$ cat src/rtl/seq_add_pkg.sv
// seq_add_pkg: shared definitions for the chunked sequential adder.
//   state_t  - controller state encoding (IDLE / RUN / DONE)
//   N_DEF    - default operand width
//   W_DEF    - default chunk adder width
//   NCHUNK   - number of chunks for the default widths
// Optional feature macro used by importers: SEQ_ADD_SUB_EN (subtract support).
package seq_add_pkg;
    localparam int N_DEF  = 32;
    localparam int W_DEF  = 8;
    localparam int NCHUNK = N_DEF / W_DEF;

    typedef enum logic [1:0] {
        S_IDLE = 2'd0,
        S_RUN  = 2'd1,
        S_DONE = 2'd2
    } state_t;
endpackage

$ cat src/rtl/seq_add_ctrl_if.sv
// seq_add_ctrl_if: request/result bundle of the sequential adder.
//   Request : in_valid, in_ready, a, b, cin, sub (only with SEQ_ADD_SUB_EN)
//   Result  : out_valid, out_ready, sum, cout
//   Status  : busy
// master = requester/consumer side, slave = seq_add_ctrl side.
// Macro: SEQ_ADD_SUB_EN adds the sub signal.
interface seq_add_ctrl_if
    import seq_add_pkg::*;
#(
    parameter int N = N_DEF
) ();
    logic         in_valid;
    logic         in_ready;
    logic [N-1:0] a;
    logic [N-1:0] b;
    logic         cin;
`ifdef SEQ_ADD_SUB_EN
    logic         sub;
`endif
    logic         out_valid;
    logic         out_ready;
    logic [N-1:0] sum;
    logic         cout;
    logic         busy;

    modport master (
`ifdef SEQ_ADD_SUB_EN
        output sub,
`endif
        output in_valid, a, b, cin, out_ready,
        input  in_ready, out_valid, sum, cout, busy
    );

    modport slave (
`ifdef SEQ_ADD_SUB_EN
        input  sub,
`endif
        input  in_valid, a, b, cin, out_ready,
        output in_ready, out_valid, sum, cout, busy
    );
endinterface

$ cat src/rtl/seq_add_ctrl_add_chunk.sv
// add_chunk: W-bit combinational ripple-carry adder.
//   a, b : W-bit operands
//   cin  : carry in
//   s    : W-bit sum
//   c    : carry out of bit W-1
module add_chunk #(
    parameter int W = 8
) (
    input  logic [W-1:0] a,
    input  logic [W-1:0] b,
    input  logic         cin,
    output logic [W-1:0] s,
    output logic         c
);
    logic [W:0] cy;

    assign cy[0] = cin;

    for (genvar g = 0; g < W; g++) begin : g_bit
        assign s[g]    = a[g] ^ b[g] ^ cy[g];
        assign cy[g+1] = (a[g] & b[g]) | (a[g] & cy[g]) | (b[g] & cy[g]);
    end

    assign c = cy[W];
endmodule

$ cat src/rtl/seq_add_ctrl.sv
// seq_add_ctrl: N-bit adder that processes one W-bit chunk per cycle.
//   clk   : clock, rising edge
//   rst_n : asynchronous active-low reset
//   bus   : seq_add_ctrl_if.slave (request, result and busy signals)
// A request is accepted in IDLE, the N/W chunks are summed in RUN (LSB chunk
// first), and the result is held in DONE until the consumer takes it.
// Macro: SEQ_ADD_SUB_EN enables a-b via bus.sub (b inverted, carry seed 1).
module seq_add_ctrl
    import seq_add_pkg::*;
#(
    parameter int N = N_DEF,
    parameter int W = W_DEF
) (
    input logic           clk,
    input logic           rst_n,
    seq_add_ctrl_if.slave bus
);
    localparam int NCH = N / W;
    localparam int IW  = (NCH > 1) ? $clog2(NCH) : 1;

    state_t       state_q, state_d;
    logic [IW-1:0] idx_q, idx_d;
    logic         carry_q, carry_d;
    logic [N-1:0] a_q, a_d, b_q, b_d, sum_q, sum_d;
    logic         cout_q, cout_d;
    logic         in_ready_q, in_ready_d;
    logic         out_valid_q, out_valid_d;
    logic         busy_q, busy_d;

    logic [W-1:0] ch_a, ch_b, ch_s;
    logic         ch_c;
    logic         last_chunk;

    assign ch_a       = a_q[idx_q*W +: W];
    assign ch_b       = b_q[idx_q*W +: W];
    assign last_chunk = (idx_q == IW'(NCH - 1));

    add_chunk #(.W(W)) u_add_chunk (
        .a   (ch_a),
        .b   (ch_b),
        .cin (carry_q),
        .s   (ch_s),
        .c   (ch_c)
    );

    always_comb begin
        state_d     = state_q;
        idx_d       = idx_q;
        carry_d     = carry_q;
        a_d         = a_q;
        b_d         = b_q;
        sum_d       = sum_q;
        cout_d      = cout_q;
        in_ready_d  = in_ready_q;
        out_valid_d = out_valid_q;
        busy_d      = busy_q;
        case (state_q)
            S_IDLE: begin
                if (bus.in_valid) begin
                    a_d = bus.a;
`ifdef SEQ_ADD_SUB_EN
                    // Two's complement: a + ~b + 1, cin is ignored.
                    b_d     = bus.sub ? ~bus.b : bus.b;
                    carry_d = bus.sub ? 1'b1 : bus.cin;
`else
                    b_d     = bus.b;
                    carry_d = bus.cin;
`endif
                    idx_d      = '0;
                    state_d    = S_RUN;
                    in_ready_d = 1'b0;
                    busy_d     = 1'b1;
                end
            end
            S_RUN: begin
                sum_d[idx_q*W +: W] = ch_s;
                carry_d             = ch_c;
                if (last_chunk) begin
                    idx_d       = '0;
                    state_d     = S_DONE;
                    cout_d      = ch_c;
                    out_valid_d = 1'b1;
                end else begin
                    idx_d = idx_q + IW'(1);
                end
            end
            S_DONE: begin
                // in_ready rises only after this edge, so an accept can never
                // coincide with the result handshake.
                if (bus.out_ready) begin
                    state_d     = S_IDLE;
                    out_valid_d = 1'b0;
                    busy_d      = 1'b0;
                    in_ready_d  = 1'b1;
                end
            end
            default: begin
                state_d     = S_IDLE;
                idx_d       = '0;
                out_valid_d = 1'b0;
                busy_d      = 1'b0;
                in_ready_d  = 1'b1;
            end
        endcase
    end

    always_ff @(posedge clk or negedge rst_n) begin
        if (!rst_n) begin
            state_q     <= S_IDLE;
            idx_q       <= '0;
            carry_q     <= 1'b0;
            a_q         <= '0;
            b_q         <= '0;
            sum_q       <= '0;
            cout_q      <= 1'b0;
            in_ready_q  <= 1'b1;
            out_valid_q <= 1'b0;
            busy_q      <= 1'b0;
        end else begin
            state_q     <= state_d;
            idx_q       <= idx_d;
            carry_q     <= carry_d;
            a_q         <= a_d;
            b_q         <= b_d;
            sum_q       <= sum_d;
            cout_q      <= cout_d;
            in_ready_q  <= in_ready_d;
            out_valid_q <= out_valid_d;
            busy_q      <= busy_d;
        end
    end

    assign bus.in_ready  = in_ready_q;
    assign bus.out_valid = out_valid_q;
    assign bus.sum       = sum_q;
    assign bus.cout      = cout_q;
    assign bus.busy      = busy_q;
endmodule
$ cat src/flat_wrapper.sv
// flat-port wrapper written by rule: the top's interface ports become plain ports
module seq_add_ctrl_flat import seq_add_pkg::*;
#(
    parameter int N = N_DEF,
    parameter int W = W_DEF
)
  (clk, rst_n, bus_in_valid, bus_a, bus_b, bus_cin, bus_out_ready, bus_in_ready, bus_out_valid, bus_sum, bus_cout, bus_busy);
  seq_add_ctrl_if #(.N(N)) bus_i ();
  input logic clk;
  input logic rst_n;
  input wire logic [$bits(bus_i.in_valid)-1:0] bus_in_valid;
  input wire logic [$bits(bus_i.a)-1:0] bus_a;
  input wire logic [$bits(bus_i.b)-1:0] bus_b;
  input wire logic [$bits(bus_i.cin)-1:0] bus_cin;
  input wire logic [$bits(bus_i.out_ready)-1:0] bus_out_ready;
  output wire logic [$bits(bus_i.in_ready)-1:0] bus_in_ready;
  output wire logic [$bits(bus_i.out_valid)-1:0] bus_out_valid;
  output wire logic [$bits(bus_i.sum)-1:0] bus_sum;
  output wire logic [$bits(bus_i.cout)-1:0] bus_cout;
  output wire logic [$bits(bus_i.busy)-1:0] bus_busy;
  assign bus_i.in_valid = bus_in_valid;
  assign bus_i.a = bus_a;
  assign bus_i.b = bus_b;
  assign bus_i.cin = bus_cin;
  assign bus_i.out_ready = bus_out_ready;
  assign bus_in_ready = bus_i.in_ready;
  assign bus_out_valid = bus_i.out_valid;
  assign bus_sum = bus_i.sum;
  assign bus_cout = bus_i.cout;
  assign bus_busy = bus_i.busy;
  seq_add_ctrl #(.N(N), .W(W)) u_core (.clk(clk), .rst_n(rst_n), .bus(bus_i));
endmodule
$ cat config.mk
export PLATFORM = sky130hd
export DESIGN_NAME = seq_add_ctrl_flat
export DESIGN_NICKNAME = d
export VERILOG_FILES = /design/src/rtl/seq_add_pkg.sv /design/src/rtl/seq_add_ctrl_if.sv /design/src/rtl/seq_add_ctrl_add_chunk.sv /design/src/rtl/seq_add_ctrl.sv /design/src/flat_wrapper.sv
export SDC_FILE = /design/constraint.sdc
export NUM_CORES = 1
export LEC_CHECK = 0
export CELL_PAD_IN_SITES_DETAIL_PLACEMENT = 2
export CELL_PAD_IN_SITES_GLOBAL_PLACEMENT = 2
export CORE_MARGIN = 5
export CORE_UTILIZATION = 39
export CTS_BUF_LIST = sky130_fd_sc_hd__clkbuf_4
export CTS_CLUSTER_SIZE = 12
export DETAILED_ROUTE_END_ITERATION = 8
export PLACE_DENSITY = 0.95
export SYNTH_ARGS = -nofsm -noshare
export SYNTH_HDL_FRONTEND = slang
export SYNTH_SLANG_ARGS = --single-unit
$ cat constraint.sdc
create_clock -name clk -period 8 [get_ports clk]
set_input_delay 1.6 -clock clk [delete_from_list [all_inputs] [get_ports clk]]
set_output_delay 1.6 -clock clk [all_outputs]
set_load 0.03 [all_outputs]
==> After elaboration in Yosys (flattened, before gate mapping) <==
Index checks and enable logic that the tools add are counted.
{ "totals": {"regBits": 105, "latch_bits": 0, "ram_bits": 0, "rom_bits": 0, "input_bits": 69, "output_inout_bits": 36, "wordCells": 108, "n_memories": 0} }
{ "classes": {"n_addsub": 2, "n_mul": 0, "n_div": 0, "order_cmp": 0, "n_eq_ne": 6, "n_shift": 4, "n_mux": 18, "bitwise": 59, "n_reduce_logical": 9} }
{ "op_table": {"columns": ["operator", "n"], "rows": [
  ["indexed part select 32 x 6 -> 8 bit", 2],
  ["negator 5 -> 34 bit", 1],
  ["variable shift 8 x 34 -> 32 bit (first input constant)", 1],
  ["indexed part select 8 x 34 -> 32 bit", 1],
  ["bitwise mux 32 bit", 1],
  ["AND 1 bit", 24],
  ["OR 1 bit", 16],
  ["bitwise XOR 1 bit", 16],
  ["case mux 2 bit (3 select lines)", 2],
  ["2-to-1 mux 2 bit", 5],
  ["case mux 1 bit (3 select lines)", 3],
  ["AND reduction 3 bit", 3],
  ["AND reduction 2 bit", 4],
  ["2-to-1 mux 1 bit", 6],
  ["equality test 2 bit (second input constant)", 2],
  ["inequality test 2 bit (second input constant)", 2],
  ["NOT 1 bit", 3],
  ["adder 2 x 1 -> 2 bit (second input constant)", 1],
  ["equality test 2 x 1 -> 1 bit (second input constant)", 1],
  ["zero test 2 bit", 1],
  ["inequality test 2 x 1 -> 1 bit (second input constant)", 1],
  ["case mux 1 bit (2 select lines)", 1],
  ["nonzero test 2 bit", 1]
]} }

==> Depth between registers and ports, before layout <==
{ "logic_depth": {"ltp_word": 26, "ltp_mapped": 15, "ltp_nobuf": 13} }

==> Cells and area by module <==
From an unflattened synthesis, not the netlist that was laid out.
{ "hier_totals": {"hier_cells": 332, "hier_area_um2": 4730.8} }
{ "modules_own_cells": {"columns": ["module", "n_inst", "cells_per_inst", "area_per_inst_um2", "seq_area_each_um2"], "rows": [
  ["seq_add_ctrl", 1, 314, 4533.1, 2628.8],
  ["add_chunk", 1, 18, 197.7, 0.0]
]} }

==> Least setup slack after synthesis <==
Ideal clock, no wire load.
{ "synth_timing": {"path_type": "flip-flop to flip-flop", "startpoint": "register u_core.idx_q[0]", "endpoint": "register u_core.sum_q[15] (netlist: u_core.bus.sum[15])", "arrival_time_ns": 4.286, "required_time_ns": 7.879, "slack_ns": 3.593, "stages_incl_launch_ff": 15, "n_path_buf": 2, "cell_sequence": "dfrtp_1 buf_2 buf_4 mux4_2 fa_1 inv_1 fa_1 fa_1 fa_1 fa_1 fa_1 fa_1 inv_1 fa_1 a22o_1"} }
{ "synth_via": {"elab_chain_cells": 25, "word_cells_on_any_way": 57, "classes_between": "add/sub: 1; shift: 4; mux: 1; bitwise: 51"} }
{ "synth_lines": {"columns": ["element", "line", "text"], "rows": [
  ["start, declared", "seq_add_ctrl.sv:22", "logic [IW-1:0] idx_q, idx_d;"],
  ["start signal, assigned", "seq_add_ctrl.sv:121", "idx_q <= idx_d;"],
  ["indexed part select 32 x 6 -> 8 bit (on tied branches)", "seq_add_ctrl.sv:34, seq_add_ctrl.sv:35", null],
  ["AND 1 bit", "seq_add_ctrl_add_chunk.sv:21", "assign cy[g+1] = (a[g] & b[g]) | (a[g] & cy[g]) | (b[g] & cy[g]);"],
  ["OR 1 bit (2 in a row)", "seq_add_ctrl_add_chunk.sv:21", null],
  ["AND 1 bit", "seq_add_ctrl_add_chunk.sv:21", null],
  ["OR 1 bit (2 in a row)", "seq_add_ctrl_add_chunk.sv:21", null],
  ["AND 1 bit", "seq_add_ctrl_add_chunk.sv:21", null],
  ["OR 1 bit (2 in a row)", "seq_add_ctrl_add_chunk.sv:21", null],
  ["AND 1 bit", "seq_add_ctrl_add_chunk.sv:21", null],
  ["[3 not listed]", null, null],
  ["OR 1 bit (2 in a row)", "seq_add_ctrl_add_chunk.sv:21", null],
  ["AND 1 bit", "seq_add_ctrl_add_chunk.sv:21", null],
  ["OR 1 bit (2 in a row)", "seq_add_ctrl_add_chunk.sv:21", null],
  ["AND 1 bit", "seq_add_ctrl_add_chunk.sv:21", null],
  ["OR 1 bit (2 in a row)", "seq_add_ctrl_add_chunk.sv:21", null],
  ["bitwise XOR 1 bit", "seq_add_ctrl_add_chunk.sv:20", "assign s[g] = a[g] ^ b[g] ^ cy[g];"],
  ["indexed part select 8 x 34 -> 32 bit", "seq_add_ctrl.sv:76", "sum_d[idx_q*W +: W] = ch_s;"],
  ["bitwise mux 32 bit (*)", "seq_add_ctrl.sv:76", null],
  ["end signal, assigned", "seq_add_ctrl.sv:125", "sum_q <= sum_d;"],
  ["end, declared", "seq_add_ctrl.sv:24", "logic [N-1:0] a_q, a_d, b_q, b_d, sum_q, sum_d;"]
]} }
Every way passes the cells marked *; elsewhere a longest branch is shown, timed or not.
A chain may end at the register's enable or synchronous reset.

==> Worst setup path after layout <==
{ "layout_timing": {"startpoint": "register u_core.idx_q[1]", "endpoint": "register u_core.sum_q[23] (netlist: u_core.bus.sum[23])"} }
Same word-level chain as after synthesis.

==> out/metrics.csv <==
stage,metric,value,unit
status,run status,completed,
die,total core area,0.0119,mm^2
synth,Syn Nets,389,
clocking,Longest Clk Path Bufs,2,
placement,Buffers on Ports,104,
final_layout,Inserted Diodes,0,
worst_setup_path,WP data required,8340,ps
worst_setup_path,startpoint of the worst register-to-register path,u_core.idx_q[1]$_DFFE_PN0P_,
worst_setup_path,critical path startpoint category,flop,
worst_setup_path,launching instance or port of the critical path,u_core.idx_q[1]$_DFFE_PN0P_,
synth,sequential-to-total area share from yosys stat,0.562,
worst_setup_path,slowest stage cell on the critical path,dfrtp_1,
clocking,number of buffers added by the clock tree synthesis step,9,
clocking,clock network latency to the later pin of the worst-skew pair,450,ps
synth,average size of a mapped cell,15.3,um^2
sta,post-route minimum period,4880,ps
final_layout,share of final-layout standard cells stronger than drive strength 1,0.280,
global_route,largest net degree at the start of global routing,65,
global_route,combined global-route utilization of all metal layers,0.196,
clocking,number of clock sinks,105,
placement,Detailed Place HPWL,10.4,mm
final_layout,number of fillers in the final layout,1144,
sta,clock skew after layout,14.6,ps
synth,Yosys Warn Count,0,
detailed_routing,remaining antenna violation count after routing,0,
synth,summed instance area of the synthesized netlist,0.00468,mm^2
die,x dimension of the die,120,um
die,height of the chip,120,um
worst_setup_path,category of the worst setup path capture point,flop,
global_route,vias in the first global route,3624,
sta,actual slew at the worst max-slew pin,926,ps
placement,worst setup slack after placement,3160,ps
clocking,CTS root buf,clkbuf_4,
clocking,number of H-tree levels,3,
sta,Final Max Slew Viols,0,
global_route,antenna violations before repair,0,
global_route,total overflow reported by the global router,0,
global_route,wire length of the first global-routing pass,21.2,mm
sta,Max Freq,205,MHz
worst_setup_path,ordered list of cells on the worst path,mux4_2 -> fa_1 -> inv_1 -> fa_1 -> fa_1 -> fa_1 -> fa_1 -> fa_1 -> fa_1 -> inv_1 -> fa_1 -> inv_1 -> o2bb2ai_1,
placement,area after detailed placement,0.00584,mm^2
final_layout,count of nets after finishing,492,
clocking,CTS-repair resized insts,0,
power_and_ir_drop,Leakage,2.49,nW
worst_setup_path,Arrival @ worst endpoint,5220,ps
die,Die Outline Area,0.0143,mm^2
die,number of standard-cell rows in the floorplan,40,
sta,"Period Utilization, post-route",0.609,
synth,number of flip-flops and latches in the synthesized netlist,105,
die,number of placed I/O pins,105,
sta,Sum Neg Setup Slack,0,ps
sta,"Worst Setup Slack, final",3120,ps
worst_setup_path,Most Frequent Cell on Critical Path,fa_1,
sta,RSZ-0062 raised after global routing,false,
detailed_routing,via density per instance,5.36,
worst_setup_path,longest individual stage delay on the worst path,980,ps
hold_path,start point of the worst hold path,u_core.bus.sum[26]$_DFFE_PN0P_,
synth,main flop type after synthesis,dfrtp_1,
detailed_routing,post-detailed-routing wire length,13.5,mm
synth,number of instances in the synthesized netlist,306,
clocking,number of hold-repair buffers added at the cts stage,0,
worst_setup_path,largest fanout on the critical path,20,
placement,global placer's final weighted congestion,0.743,
detailed_routing,average wire per standard cell,24.0,um
clocking,clock-pin slew of the registers on the worst-case setup and hold paths,160,ps
worst_setup_path,classification of the worst setup path,flop to flop,
detailed_routing,post-route DRC violation count,0,
power_and_ir_drop,largest vdd supply drop,0.000195,V
detailed_routing,DRT Pass-1 Iters,4,
die,effective utilization at floorplan,0.393,
synth,async set-reset flop share out of synthesis,1.00,
synth,Post-synth EDFFs,0,
sta,final hold vios,0,
sta,slew margin rel.,0.382,
clocking,CTS tree,built,
clocking,buffers inserted during post-CTS setup optimization,0,
flow_run,max_cap viols,0,
detailed_routing,number of vias in the routed layout,3009,
sta,"Setup violations, final",0,
final_layout,growth of design area from synthesis to finish,28.4,%
final_layout,"final std cell area, no fill",0.00601,mm^2
hold_path,worst min-delay path category,flop to flop,
power_and_ir_drop,Cell Pwr Density,453,mW/mm^2
detailed_routing,DRC violation total after the first TritonRoute iteration,83,
synth,distinct cell type count of the synthesized netlist,34,
[cell families after synthesis]
logic type / share of synthesized area
multiplexers: 0.236
AO/OA/AOI/OAI: 0.0845
buffers and inverters: 0.0356
adder cells (fa/ha/maj): 0.0503
AND/OR/NAND/NOR: 0.0324
flip-flops: 0.562
[report_power, final]
| part | leakage, nW | internal, mW | switching (mW) |
|---|---|---|---|
| logic | 1.11 | 0.677 | 0.778 |
| registers | 1.30 | 0.764 | 0.192 |
| clock network | 0.0870 | 0.132 | 0.178 |
[sequential cells by signal, indices dropped and copies added, names as in the netlist]
register              count
u_core.a_q               32
u_core.bus.cout           1
u_core.bus.sum           32
u_core.bus.busy           1
u_core.b_q               32
u_core.bus.in_ready       1
u_core.state_q            2
u_core.idx_q              2
u_core.bus.out_valid      1
u_core.carry_q            1
[path summary, 6_finish.rpt]
kind / end / slack [ps] / cells after the start
worst max-delay path: u_core.bus.sum[23]$_DFFE_PN0P_ / 3120 / 13
worst min-delay path: u_core.bus.sum[26]$_DFFE_PN0P_ / 510 / 1
worst max register to register: u_core.bus.sum[23]$_DFFE_PN0P_ / 3120 / 13
worst min register to register: u_core.bus.sum[26]$_DFFE_PN0P_ / 510 / 1
max in group asynchronous: u_core.bus.sum[20]$_DFFE_PN0P_ / 5690 / 2
min in group asynchronous: u_core.b_q[7]$_DFFE_PN0P_ / 1150 / 1
[Yosys cell counts, types with 2 or more instances]
cell type    n  area share
mux4_2      16       0.077
o2bb2ai_1   22       0.041
and2b_2      2      0.0037
buf_2       10       0.011
ha_1         6       0.016
buf_6        2      0.0048
inv_1       21       0.017
dfrtp_1    104        0.56
o21ai_0      2      0.0021
and4bb_2     2      0.0053
nand3_1      2      0.0021
nor2_1       5      0.0040
nand2_1     10      0.0080
fa_1         8       0.034
a21oi_1      3      0.0032
mux2_2      65        0.16
o2bb2ai_2    8       0.026
a22o_1       2      0.0037
[final cells by class]
class | instances | area [um^2] | area share
flip-flops and latches | 105 | 2630 | 0.437
multi-input cells | 165 | 1890 | 0.315
repair buffers | 107 | 1060 | 0.177
well taps | 147 | 184 | 0.0306
clock inverters | 6 | 90.1 | 0.0150
inverters | 21 | 78.8 | 0.0131
clock buffers | 10 | 75.1 | 0.0125
[critical path, delay by kind of cell, from the launching register on]
family                   cells  cell delay (ps)
adder cells (fa/ha/maj)      8             3030
flip-flops                   1              980
multiplexers                 1              400
AO/OA/AOI/OAI                1               70
buffers and inverters        3              270
[routing by layer]
metal	vias to the layer above	global-route usage	share of wire	routed length [um]
li1	1311	-	-	-
met1	1573	0.236	0.40	5450
met2	101	0.355	0.53	7100
met3	24	0.0405	0.048	648
met4	0	0.0544	0.020	275
met5	-	0	0	0
[cell usage in the layout, fill, tap and decap left out, types with 3 or more instances in the layout]
master and count:
mux2_2 65, nand2_1 10, inv_1 21, o2bb2ai_2 8
clkbuf_4 10, buf_4 4, o2bb2ai_1 22, fa_1 8
mux4_2 16, a21oi_1 3, nor2_1 5, dfrtp_1 104
clkdlybuf4s50_1 103, ha_1 6
[through the flow]
step	hold WS (ps)	util	power, mW	instances
final	512	0.505	2.72	561
after global routing	524	0.505	2.90	561
after CTS	515	0.505	2.76	561
after detailed placement	476	0.491	2.44	545
after global placement	476	0.491	2.28	545
after floorplan	475	-	1.88	306
(Power assumes the default switching activity.)
